**src/rtl/cdb_pkg.sv**
```systemverilog
// Shared types and helpers for the common-data-bus arbiter.
package cdb_pkg;

    localparam int DEF_TAG_W  = 4;
    localparam int DEF_DATA_W = 32;

    // Upper bound on source count handled by the round-robin helper.
    localparam int RR_MAX_FU = 32;

    // Tag value meaning "no producer"; never broadcast.
    localparam logic [DEF_TAG_W-1:0] NO_TAG = '0;

    typedef struct packed {
        logic [DEF_TAG_W-1:0]  tag;
        logic [DEF_DATA_W-1:0] data;
    } cdb_msg_t;

    // Round-robin grant: scan req from ptr upward, wrap to 0, and grant
    // the first num_bus requesters found. Pass 0 covers i >= ptr, pass 1
    // covers the wrapped part i < ptr.
    function automatic logic [RR_MAX_FU-1:0] rr_grant(
        input logic [RR_MAX_FU-1:0] req,
        input int                   num_fu,
        input int                   num_bus,
        input int                   ptr
    );
        logic [RR_MAX_FU-1:0] gnt;
        int n;
        gnt = '0;
        n   = 0;
        for (int pass = 0; pass < 2; pass++) begin
            for (int i = 0; i < RR_MAX_FU; i++) begin
                if ((i < num_fu) && ((pass == 0) == (i >= ptr)) && req[i] && (n < num_bus)) begin
                    gnt[i] = 1'b1;
                    n++;
                end
            end
        end
        return gnt;
    endfunction

endpackage

```
**src/rtl/cdb_arbiter_if.sv**
```systemverilog
// Result-source and broadcast-bus bundle of the CDB arbiter.
//
// Handshake: source i offers {fu_tag[i], fu_data[i]} with fu_valid[i];
// the entry is taken at the rising edge where fu_valid[i] & fu_ready[i].
// Offering while fu_ready[i] is low loses the entry and latches overflow[i].
// The broadcast side has no backpressure: cdb_valid[k] lasts one cycle and
// consumers must sample it on the next edge.
interface cdb_arbiter_if
    import cdb_pkg::*;
#(
    parameter int NUM_FU  = 2,
    parameter int NUM_BUS = 2,
    parameter int TAG_W   = DEF_TAG_W,
    parameter int DATA_W  = DEF_DATA_W
);
    logic [NUM_FU-1:0]                fu_valid;
    logic [NUM_FU-1:0][TAG_W-1:0]     fu_tag;
    logic [NUM_FU-1:0][DATA_W-1:0]    fu_data;
    logic [NUM_FU-1:0]                fu_ready;
    logic [NUM_BUS-1:0]               cdb_valid;
    logic [NUM_BUS-1:0][TAG_W-1:0]    cdb_tag;
    logic [NUM_BUS-1:0][DATA_W-1:0]   cdb_data;
    logic [NUM_FU-1:0]                overflow;

    modport master (
        output fu_valid, fu_tag, fu_data,
        input  fu_ready, cdb_valid, cdb_tag, cdb_data, overflow
    );

    modport slave (
        input  fu_valid, fu_tag, fu_data,
        output fu_ready, cdb_valid, cdb_tag, cdb_data, overflow
    );

endinterface

```
**src/rtl/cdb_fifo.sv**
```systemverilog
// Per-source result FIFO; pointers wrap naturally, count has one extra bit.
module cdb_fifo
    import cdb_pkg::*;
#(
    parameter int  DEPTH = 4,
    parameter type msg_t = cdb_msg_t,
    localparam int AW    = $clog2(DEPTH),
    localparam int CW    = AW + 1
) (
    input  logic          clk,
    input  logic          reset,
    input  logic          push,
    input  msg_t          push_msg,
    input  logic          pop,
    output msg_t          head,
    output logic [CW-1:0] count,
    output logic          empty,
    output logic          full
);

    msg_t          mem_q [DEPTH];
    msg_t          mem_d [DEPTH];
    logic [AW-1:0] wr_q, wr_d;
    logic [AW-1:0] rd_q, rd_d;
    logic [CW-1:0] cnt_q, cnt_d;
    logic          do_push, do_pop;

    assign empty = (cnt_q == '0);
    assign full  = (cnt_q == CW'(DEPTH));
    assign count = cnt_q;
    assign head  = mem_q[rd_q];

    // Next storage, pointers and occupancy; a full FIFO never accepts.
    always_comb begin
        do_push = push && !full;
        do_pop  = pop && !empty;
        mem_d   = mem_q;
        wr_d    = wr_q;
        rd_d    = rd_q;
        if (do_push) begin
            mem_d[wr_q] = push_msg;
            wr_d        = wr_q + 1'b1;
        end
        if (do_pop) begin
            rd_d = rd_q + 1'b1;
        end
        cnt_d = cnt_q + CW'(do_push) - CW'(do_pop);
    end

    // Pointer and count registers.
    always_ff @(posedge clk) begin
        if (reset) begin
            wr_q  <= '0;
            rd_q  <= '0;
            cnt_q <= '0;
        end else begin
            wr_q  <= wr_d;
            rd_q  <= rd_d;
            cnt_q <= cnt_d;
        end
    end

    // Storage array; contents are don't-care while empty, so no reset.
    always_ff @(posedge clk) begin
        mem_q <= mem_d;
    end

endmodule

```
**src/rtl/cdb_arbiter.sv**
```systemverilog
// Common-data-bus arbiter: NUM_FU result FIFOs, round-robin onto NUM_BUS buses.
module cdb_arbiter
    import cdb_pkg::*;
#(
    parameter int NUM_FU  = 2,
    parameter int NUM_BUS = 2,
    parameter int TAG_W   = DEF_TAG_W,
    parameter int DATA_W  = DEF_DATA_W,
    parameter int DEPTH   = 4
) (
    input  logic          clk,
    input  logic          reset,
    cdb_arbiter_if.slave  io
);

    localparam int PTR_W = (NUM_FU > 1) ? $clog2(NUM_FU) : 1;
    localparam int CNT_W = $clog2(DEPTH) + 1;

    typedef struct packed {
        logic [TAG_W-1:0]  tag;
        logic [DATA_W-1:0] data;
    } msg_t;

    msg_t                          head [NUM_FU];
    logic [CNT_W-1:0]              count [NUM_FU];
    logic [NUM_FU-1:0]             empty, full, ready, push, grant;
    logic [RR_MAX_FU-1:0]          grant_full;
    int                            pos [NUM_FU];
    int                            scan_cnt, last_lo, last_any, last_idx;

    logic [PTR_W-1:0]              rr_ptr_q, rr_ptr_d;
    logic [NUM_BUS-1:0]            cdb_valid_q, cdb_valid_d;
    logic [NUM_BUS-1:0][TAG_W-1:0] cdb_tag_q, cdb_tag_d;
    logic [NUM_BUS-1:0][DATA_W-1:0] cdb_data_q, cdb_data_d;
    logic [NUM_FU-1:0]             overflow_q, overflow_d;

    for (genvar g = 0; g < NUM_FU; g++) begin : g_fifo
        cdb_fifo #(
            .DEPTH (DEPTH),
            .msg_t (msg_t)
        ) u_fifo (
            .clk      (clk),
            .reset    (reset),
            .push     (push[g]),
            .push_msg (msg_t'{tag: io.fu_tag[g], data: io.fu_data[g]}),
            .pop      (grant[g]),
            .head     (head[g]),
            .count    (count[g]),
            .empty    (empty[g]),
            .full     (full[g])
        );
    end

    // Ready from occupancy (not pop-aware); tag-0 pushes are dropped silently.
    always_comb begin
        for (int i = 0; i < NUM_FU; i++) begin
            ready[i] = (count[i] < CNT_W'(DEPTH));
            push[i]  = io.fu_valid[i] && ready[i] && (io.fu_tag[i] != TAG_W'(NO_TAG));
        end
        overflow_d = overflow_q | (io.fu_valid & full);
    end

    // Grant the first NUM_BUS non-empty FIFOs in scan order from rr_ptr.
    always_comb begin
        grant_full = rr_grant(RR_MAX_FU'(~empty), NUM_FU, NUM_BUS, int'(rr_ptr_q));
        grant      = grant_full[NUM_FU-1:0];
    end

    // Pointer follows the last grant in scan order: the highest granted index
    // below rr_ptr if the scan wrapped, otherwise the highest granted index.
    always_comb begin
        last_lo  = -1;
        last_any = -1;
        for (int i = 0; i < RR_MAX_FU; i++) begin
            if (grant_full[i]) begin
                last_any = i;
                if (i < int'(rr_ptr_q)) begin
                    last_lo = i;
                end
            end
        end
        last_idx = (last_lo >= 0) ? last_lo : last_any;
        rr_ptr_d = (last_idx >= 0) ? PTR_W'((last_idx + 1) % NUM_FU) : rr_ptr_q;
    end

    // The j-th grant in scan order drives bus j; unused buses stay zero.
    always_comb begin
        scan_cnt = 0;
        for (int i = 0; i < NUM_FU; i++) begin
            pos[i] = 0;
        end
        for (int pass = 0; pass < 2; pass++) begin
            for (int i = 0; i < NUM_FU; i++) begin
                if (((pass == 0) == (i >= int'(rr_ptr_q))) && grant[i]) begin
                    pos[i] = scan_cnt;
                    scan_cnt++;
                end
            end
        end
        cdb_valid_d = '0;
        cdb_tag_d   = '0;
        cdb_data_d  = '0;
        for (int b = 0; b < NUM_BUS; b++) begin
            for (int i = 0; i < NUM_FU; i++) begin
                if (grant[i] && (pos[i] == b)) begin
                    cdb_valid_d[b] = 1'b1;
                    cdb_tag_d[b]   = head[i].tag;
                    cdb_data_d[b]  = head[i].data;
                end
            end
        end
    end

    // Arbitration pointer, broadcast registers and sticky overflow flags.
    always_ff @(posedge clk) begin
        if (reset) begin
            rr_ptr_q    <= '0;
            cdb_valid_q <= '0;
            cdb_tag_q   <= '0;
            cdb_data_q  <= '0;
            overflow_q  <= '0;
        end else begin
            rr_ptr_q    <= rr_ptr_d;
            cdb_valid_q <= cdb_valid_d;
            cdb_tag_q   <= cdb_tag_d;
            cdb_data_q  <= cdb_data_d;
            overflow_q  <= overflow_d;
        end
    end

    assign io.fu_ready  = ready;
    assign io.cdb_valid = cdb_valid_q;
    assign io.cdb_tag   = cdb_tag_q;
    assign io.cdb_data  = cdb_data_q;
    assign io.overflow  = overflow_q;

endmodule

```
**src/flat_wrapper.sv**
```systemverilog
// flat-port wrapper written by rule: the top's interface ports become plain ports
module cdb_arbiter_flat import cdb_pkg::*;
#(
    parameter int NUM_FU  = 2,
    parameter int NUM_BUS = 2,
    parameter int TAG_W   = DEF_TAG_W,
    parameter int DATA_W  = DEF_DATA_W,
    parameter int DEPTH   = 4
)
  (clk, reset, io_fu_valid, io_fu_tag, io_fu_data, io_fu_ready, io_cdb_valid, io_cdb_tag, io_cdb_data, io_overflow);
  cdb_arbiter_if #(.NUM_FU(NUM_FU), .NUM_BUS(NUM_BUS), .TAG_W(TAG_W), .DATA_W(DATA_W)) io_i ();
  input  logic clk;
  input  logic reset;
  input wire logic [$bits(io_i.fu_valid)-1:0] io_fu_valid;
  input wire logic [$bits(io_i.fu_tag)-1:0] io_fu_tag;
  input wire logic [$bits(io_i.fu_data)-1:0] io_fu_data;
  output wire logic [$bits(io_i.fu_ready)-1:0] io_fu_ready;
  output wire logic [$bits(io_i.cdb_valid)-1:0] io_cdb_valid;
  output wire logic [$bits(io_i.cdb_tag)-1:0] io_cdb_tag;
  output wire logic [$bits(io_i.cdb_data)-1:0] io_cdb_data;
  output wire logic [$bits(io_i.overflow)-1:0] io_overflow;
  assign io_i.fu_valid = io_fu_valid;
  assign io_i.fu_tag = io_fu_tag;
  assign io_i.fu_data = io_fu_data;
  assign io_fu_ready = io_i.fu_ready;
  assign io_cdb_valid = io_i.cdb_valid;
  assign io_cdb_tag = io_i.cdb_tag;
  assign io_cdb_data = io_i.cdb_data;
  assign io_overflow = io_i.overflow;
  cdb_arbiter #(.NUM_FU(NUM_FU), .NUM_BUS(NUM_BUS), .TAG_W(TAG_W), .DATA_W(DATA_W), .DEPTH(DEPTH)) u_core (.clk(clk), .reset(reset), .io(io_i));
endmodule
```
**config.mk**
```make
export PLATFORM = sky130hd
export DESIGN_NAME = cdb_arbiter_flat
export DESIGN_NICKNAME = d
export VERILOG_FILES = /design/src/rtl/cdb_pkg.sv /design/src/rtl/cdb_arbiter_if.sv /design/src/rtl/cdb_fifo.sv /design/src/rtl/cdb_arbiter.sv /design/src/flat_wrapper.sv
export SDC_FILE = /design/constraint.sdc
export NUM_CORES = 1
export LEC_CHECK = 0
export BUFFER_PORTS_ARGS = -buffer_cell sky130_fd_sc_hd__buf_2
export CAP_MARGIN = 0
export CORE_MARGIN = 5
export CORE_UTILIZATION = 40
export DETAILED_ROUTE_END_ITERATION = 7
export GPL_ROUTABILITY_DRIVEN = 0
export PLACE_DENSITY = 0.58
export SYNTH_ARGS = -nofsm -noshare
export SYNTH_HDL_FRONTEND = slang
export SYNTH_SLANG_ARGS = --single-unit
```
**constraint.sdc**
```tcl
create_clock -name clk -period 7.3 [get_ports clk]
set_input_delay 1.825 -clock clk [delete_from_list [all_inputs] [get_ports clk]]
set_output_delay 1.825 -clock clk [all_outputs]
set_load 0.02 [all_outputs]
```
* Yosys cells after proc, flatten, opt, wreduce, memory -nomap -nowiden
Cells that the tools add are included.
** Cells by class
- Eq/ne operators :: 4
- Order comparisons :: 14
- Mux-type cells :: 38
- Reduce and logical (&&, ||, !) cells :: 30
- Bitwise operators :: 8
- Add/sub/neg operators :: 11
** Operators with widths (number)
- 32-bit two-way mux :: 12
- 144-bit bitwise mux :: 2
- 36-bit two-way mux :: 6
- 36-bit binary-select mux with 2-bit select :: 2
- 36-bit demux with 2-bit select :: 2
- 32-bit by 1-bit greater-or-equal comparator with 1-bit output (second input constant) :: 2
- 32-bit logical NOT :: 2
- 32-bit by 2-bit == test with 1-bit output (second input constant) :: 1
- 32-bit by 3-bit less-than comparator with 1-bit output (second input constant) :: 1
- 1-bit logical AND :: 20
- 4-bit two-way mux :: 4
- 3-bit greater-or-equal comparator (second input constant) :: 4
- 2-bit inverter with 3-bit output :: 4
- 1-bit two-way mux :: 10
- 2-bit by 1-bit adder with 2-bit output (second input constant) :: 4
- 4-bit nonzero test :: 2
- 3-bit by 1-bit adder with 3-bit output :: 2
- 3-bit == test (second input constant) :: 2
- 3-bit logical NOT :: 2
- 3-bit by 1-bit less-than comparator with 1-bit output (second input constant) :: 2
- 3-bit less-than comparator (second input constant) :: 2
- 3-bit by 1-bit subtractor with 3-bit output :: 2
- 1-bit by 1-bit adder with 2-bit output (second input constant) :: 2
- 1-bit logical NOT :: 4
- other kinds (9) :: 9
** Word-level totals
- Bits in registers :: 379
- Output and inout port bits :: 78
- Logic and storage cells :: 134

* Depth between registers and ports, before layout
- Depth after elaboration :: 19
- Mapped depth :: 11
- Gate-level depth less buffers :: 11

* By module
A second synthesis with hierarchy kept.
** Second synthesis, totals
- Cell total of the unflattened synthesis :: 666
- Area total of the unflattened synthesis :: 13785.7 sq um
** By module, submodules not included
- cdb_fifo :: times used 2, area an instance 5629.1 sq um, seq. area each 4464.3 sq um, cells an instance 235
- cdb_arbiter :: times used 1, area an instance 2527.4 sq um, seq. area each 1541.5 sq um, cells an instance 196

* Least setup slack after synthesis
OpenSTA, ideal clock, no wires.
- Path kind :: input -> register
- Start point :: in io_fu_tag[7]
- End point :: reg u_core.g_fifo[1].u_fifo.cnt_q[2]
- Path slack :: 3.710 ns
- Stages :: 11
- Arrival :: 3.463 ns
- Required time :: 7.172 ns
- Library setup time :: 0.128 ns
- Buffers on the path :: 0
- Cells stage by stage :: nor4_1 -> nor2_1 -> inv_1 -> ha_1 -> inv_1 -> ha_1 -> inv_1 -> fa_1 -> xnor2_1 -> xnor2_1 -> nor2_1
** On the way
- Cells in the longest elaborated chain, start to end :: 5
** RTL lines
- from (decl) :: line flat_wrapper.sv:15 : input wire logic [$bits(io_i.fu_tag)-1:0] io_fu_tag;
- 4-bit nonzero test :: line cdb_arbiter.sv:58 : push[i] = io.fu_valid[i] && ready[i] && (io.fu_tag[i] != TAG_W'(NO_TAG));
- 1-bit logical AND :: line cdb_arbiter.sv:58
- 1-bit logical AND :: line cdb_fifo.sv:35 : do_push = push && !full;
- 3-bit by 1-bit adder with 3-bit output :: line cdb_fifo.sv:47 : cnt_d = cnt_q + CW'(do_push) - CW'(do_pop);
- 3-bit by 1-bit subtractor with 3-bit output :: line cdb_fifo.sv:47
- to (signal assigned) :: line cdb_fifo.sv:59 : cnt_q <= cnt_d;
- to (decl) :: line cdb_fifo.sv:25 : logic [CW-1:0] cnt_q, cnt_d;
Every way passes these cells.
A chain may end at the register's enable or synchronous reset.

* Worst setup path after layout
Same ends and word-level chain as after synthesis.

==> metrics.csv <==
stage,metric,value,unit
critical_path,worstSetupPathType,input port to flip-flop,
worst_hold_path,min_path_type,flip-flop to flip-flop,
timing,tns,0,ns
clock_network,cts_resized,0,
critical_path,worstReg2RegStart,u_core.g_fifo[0].u_fifo.count[2],
timing,final.min_clock_period,3.364,ns
final_layout,nets,915,
timing,setup_viol,0,
logic_synthesis,ys_seq_elements,379,
critical_path,crit_path_frequent_cell,inv_1,
timing,slew-limit-headroom,0.2508,
drt,vias,6685,
die,die-area,38000,um2
die,io_pins,154,
logic_synthesis,syn_nets,752,
logic_synthesis,netlist_instances,660,
die,dieHeight,194.9,um
clock_network,clkSinkCount,379,
clock_network,cts-root-buf,clkbuf_16,
global_route,grt_max_degree,39,
logic_synthesis,ys.warnings.count,0,
critical_path,crit_arrival,3.75,ns
outcome,outcome,"finished, final reports clean",
placed_design,pre_cts_ws,3.401,ns
logic_synthesis,synth_area_leaders,"edfxtp_1 (63%), dfxtp_1 (13%), mux4_2 (12%)",
drt,wl_per_cell,21.71,um
clock_network,cts_tree,yes,
critical_path,path_max_fanout,6,
placed_design,port_buffers,153,
power,total_power,0.006274,W
final_layout,n_fill_cell,2832,
logic_synthesis,syn_avg_cell_area,20.73,um2
clock_network,ctsHtreeMaxLevel,2,
timing,fmax,297.3,MHz
timing,maxSlewViolCount,0,
logic_synthesis,synth_top_area_frac,0.6322,
global_route,grt_pass1_wl,43.25,mm
critical_path,critPathBufInv,4,
final_layout,regArea,10480,um2
critical_path,cp_top_family,adder cells,
power,p_leak,5.691,nW
critical_path,crit_path_top_delay_cell,nor4_1,
critical_path,critPathLaunchType,input port,
drt,drt_first_pass_iters,5,
power,vdd_drop_max,0.1892,mV
worst_hold_path,holdCritStartpoint,u_core.io.overflow[1],
clock_network,clockBufferDepth,3,
clock_network,hold_buffers,0,
global_route,grt_pass1_vias,7107,
global_route,antenna_found_initial,7,
final_layout,multi_input_area,2943,um2
clock_network,clk_pin_slew,0.06,ns
clock_network,numCtsBuffers,39,
clock_network,clkLatencyLatePin,0.51,ns
power,power.density,390.2,nW/um2
global_route,grt-ovfl-total,0,
timing,hold_viol,0,
critical_path,r2r_slack,4.68,ns
logic_synthesis,synth_top_cell_by_area,edfxtp_1,
die,fp.coreArea,33620,um2
timing,worst_clock_skew,0.01512,ns
placed_design,place_hpwl,17.15,mm
critical_path,cp.required,7.69,ns
drt,via_per_inst,5.134,
drt,drc_errors,0,
logic_synthesis,ys_types,35,
final_layout,area_delta_synth_final,17.53,%
global_route,track_usage,0.1470,
timing,rsz0062_at_grt,false,
timing,fin_crit_sh,0.4608,
drt,wl,28.27,mm
critical_path,critPathMaxStageDelay,0.42,ns
timing,worst_pin_slew,1.124,ns
die,initial_core_util,0.4070,
critical_path,critical_path.startpoint,io_fu_tag[7],
final_layout,drive_above_1_share,0.3498,
critical_path,crit_chain,buf_2 -> nor4_1 -> nor2_1 -> inv_1 -> ha_1 -> inv_1 -> ha_1 -> inv_1 -> fa_1 -> xnor2_1 -> xnor2_1 -> nor2_1,
drt,postRouteAntennaNets,0,
critical_path,endpoint_kind,flip-flop,
drt,drt_iter0_drc,352,
logic_synthesis,synth_area,13680,um2
clock_network,cts_setup_buffers,0,
die,rows,67,
logic_synthesis,ys_seq_area_frac,0.7653,
timing,layout_setup_ws,3.936,ns
run,max_cap_viol_count,0,
die,fp.dieW,194.9,um
path summary, 6_finish.rpt:
check                                          end  cells past startpoint
setup / recovery  u_core.g_fifo[1].u_fifo.count[2]                     12
setup reg to reg              u_core.io.cdb_tag[1]                      8
hold reg to reg              u_core.io.overflow[1]                      2
hold / removal               u_core.io.overflow[1]                      2
state kept, by name (all words and copies together), names as in the netlist, 2 cells and up:
| signal | flops |
|---|---|
| u_core.g_fifo.u_fifo.count | 6 |
| u_core.g_fifo.u_fifo.mem_q | 288 |
| u_core.g_fifo.u_fifo.rd_q | 4 |
| u_core.g_fifo.u_fifo.wr_q | 4 |
| u_core.io.cdb_data | 64 |
| u_core.io.cdb_tag | 8 |
| u_core.io.cdb_valid | 2 |
| u_core.io.overflow | 2 |
cell families (layout without fill, tap and decap cells):
kind of cell / Yosys count / count (layout) / synth area share
AOI/OAI and AO/OA: 88 / 88 / 0.05323
xor gates and xnor gates: 8 / 8 / 0.005122
adders and majority gates: 17 / 17 / 0.01646
buffers and inverters: 49 / 241 / 0.02140
DFF: 379 / 379 / 0.7653
muxes: 72 / 72 / 0.1185
other: 0 / 2 / 0
and+or+nand+nor: 47 / 47 / 0.01994
stage by stage:
| step | hold slack [ns] | instance area [um2] | util | std cells |
|---|---|---|---|---|
| after floorplan | 0.4837 | 13680 | - | 660 |
| after global placement | 0.4546 | 14820 | 0.4409 | 1230 |
| after detailed placement | 0.4585 | 14820 | 0.4409 | 1230 |
| after CTS | 0.4756 | 16070 | 0.4782 | 1300 |
| after global routing | 0.5003 | 16080 | 0.4782 | 1301 |
| final | 0.4685 | 16080 | 0.4783 | 1302 |
tightest hold or removal path: stages, from the launching register on:
cell	delay (ns)
dfxtp_1	0.33
a31oi_1	0.04
nor2_1	0.07
cell usage after synthesis (all sizes together):
cell type	number
nand2b	3
mux4	72
o211a	1
nor2b	6
fa	2
ha	14
maj3	1
a22o	72
a21oi	5
nor4	3
nand3	4
and3	8
a31oi	2
o31ai	2
dfxtp	91
o21ba	1
inv	17
and2b	1
nor3	1
xnor2	6
xor2	2
or3	1
o21ai	5
nand2	1
clkbuf	12
or4	2
edfxtp	288
nor2	17
buf	20
power by group:
group	internal (W)	leakage, nW	switching (W)
Sequential	0.00263	3.38	0.000265
Combinational	0.000681	1.70	0.000764
Clock	0.00117	0.611	0.000766
routing by layer:
layer	wire, um	part of all wire	vias up	track usage
met1	12430	0.44	3426	0.2035
met4	449	0.016	12	0.03051
li1	-	-	3021	-
met2	13710	0.49	176	0.2397
met5	71	0.0025	-	0
met3	1607	0.057	50	0.03584
layout by cell type, fill, tap and decap left out, types with 2 or more instances in the layout:
master,instances
xor2_1,2
dfxtp_2,2
fa_1,2
inv_1,16
dfxtp_4,2
edfxtp_1,288
a21oi_1,5
a31oi_1,2
o31ai_1,2
or4_1,2
nor2b_1,5
diode_2,2
bufinv_16,3
dfxtp_1,87
and3_2,8
clkbuf_1,13
clkinv_1,4
a22o_1,72
xnor2_1,6
clkbuf_8,3
nor4_1,2
nand3_1,4
clkbuf_16,41
clkinv_2,5
buf_2,153
ha_1,14
mux4_2,72
o21ai_0,5
nor2_1,16
nand2b_1,3
layout make-up:
| class | count | share of cell area |
|---|---|---|
| Inverter | 17 | 0.003969 |
| Multi-Input combinational cell | 232 | 0.1830 |
| Antenna cell | 2 | 0.0003113 |
| Clock buffer | 57 | 0.06941 |
| Tap cell | 448 | 0.03486 |
| Timing Repair Buffer | 154 | 0.04809 |
| Clock inverter | 13 | 0.008560 |
| Sequential cell | 379 | 0.6518 |
Power figures use the tool's default switching activity.
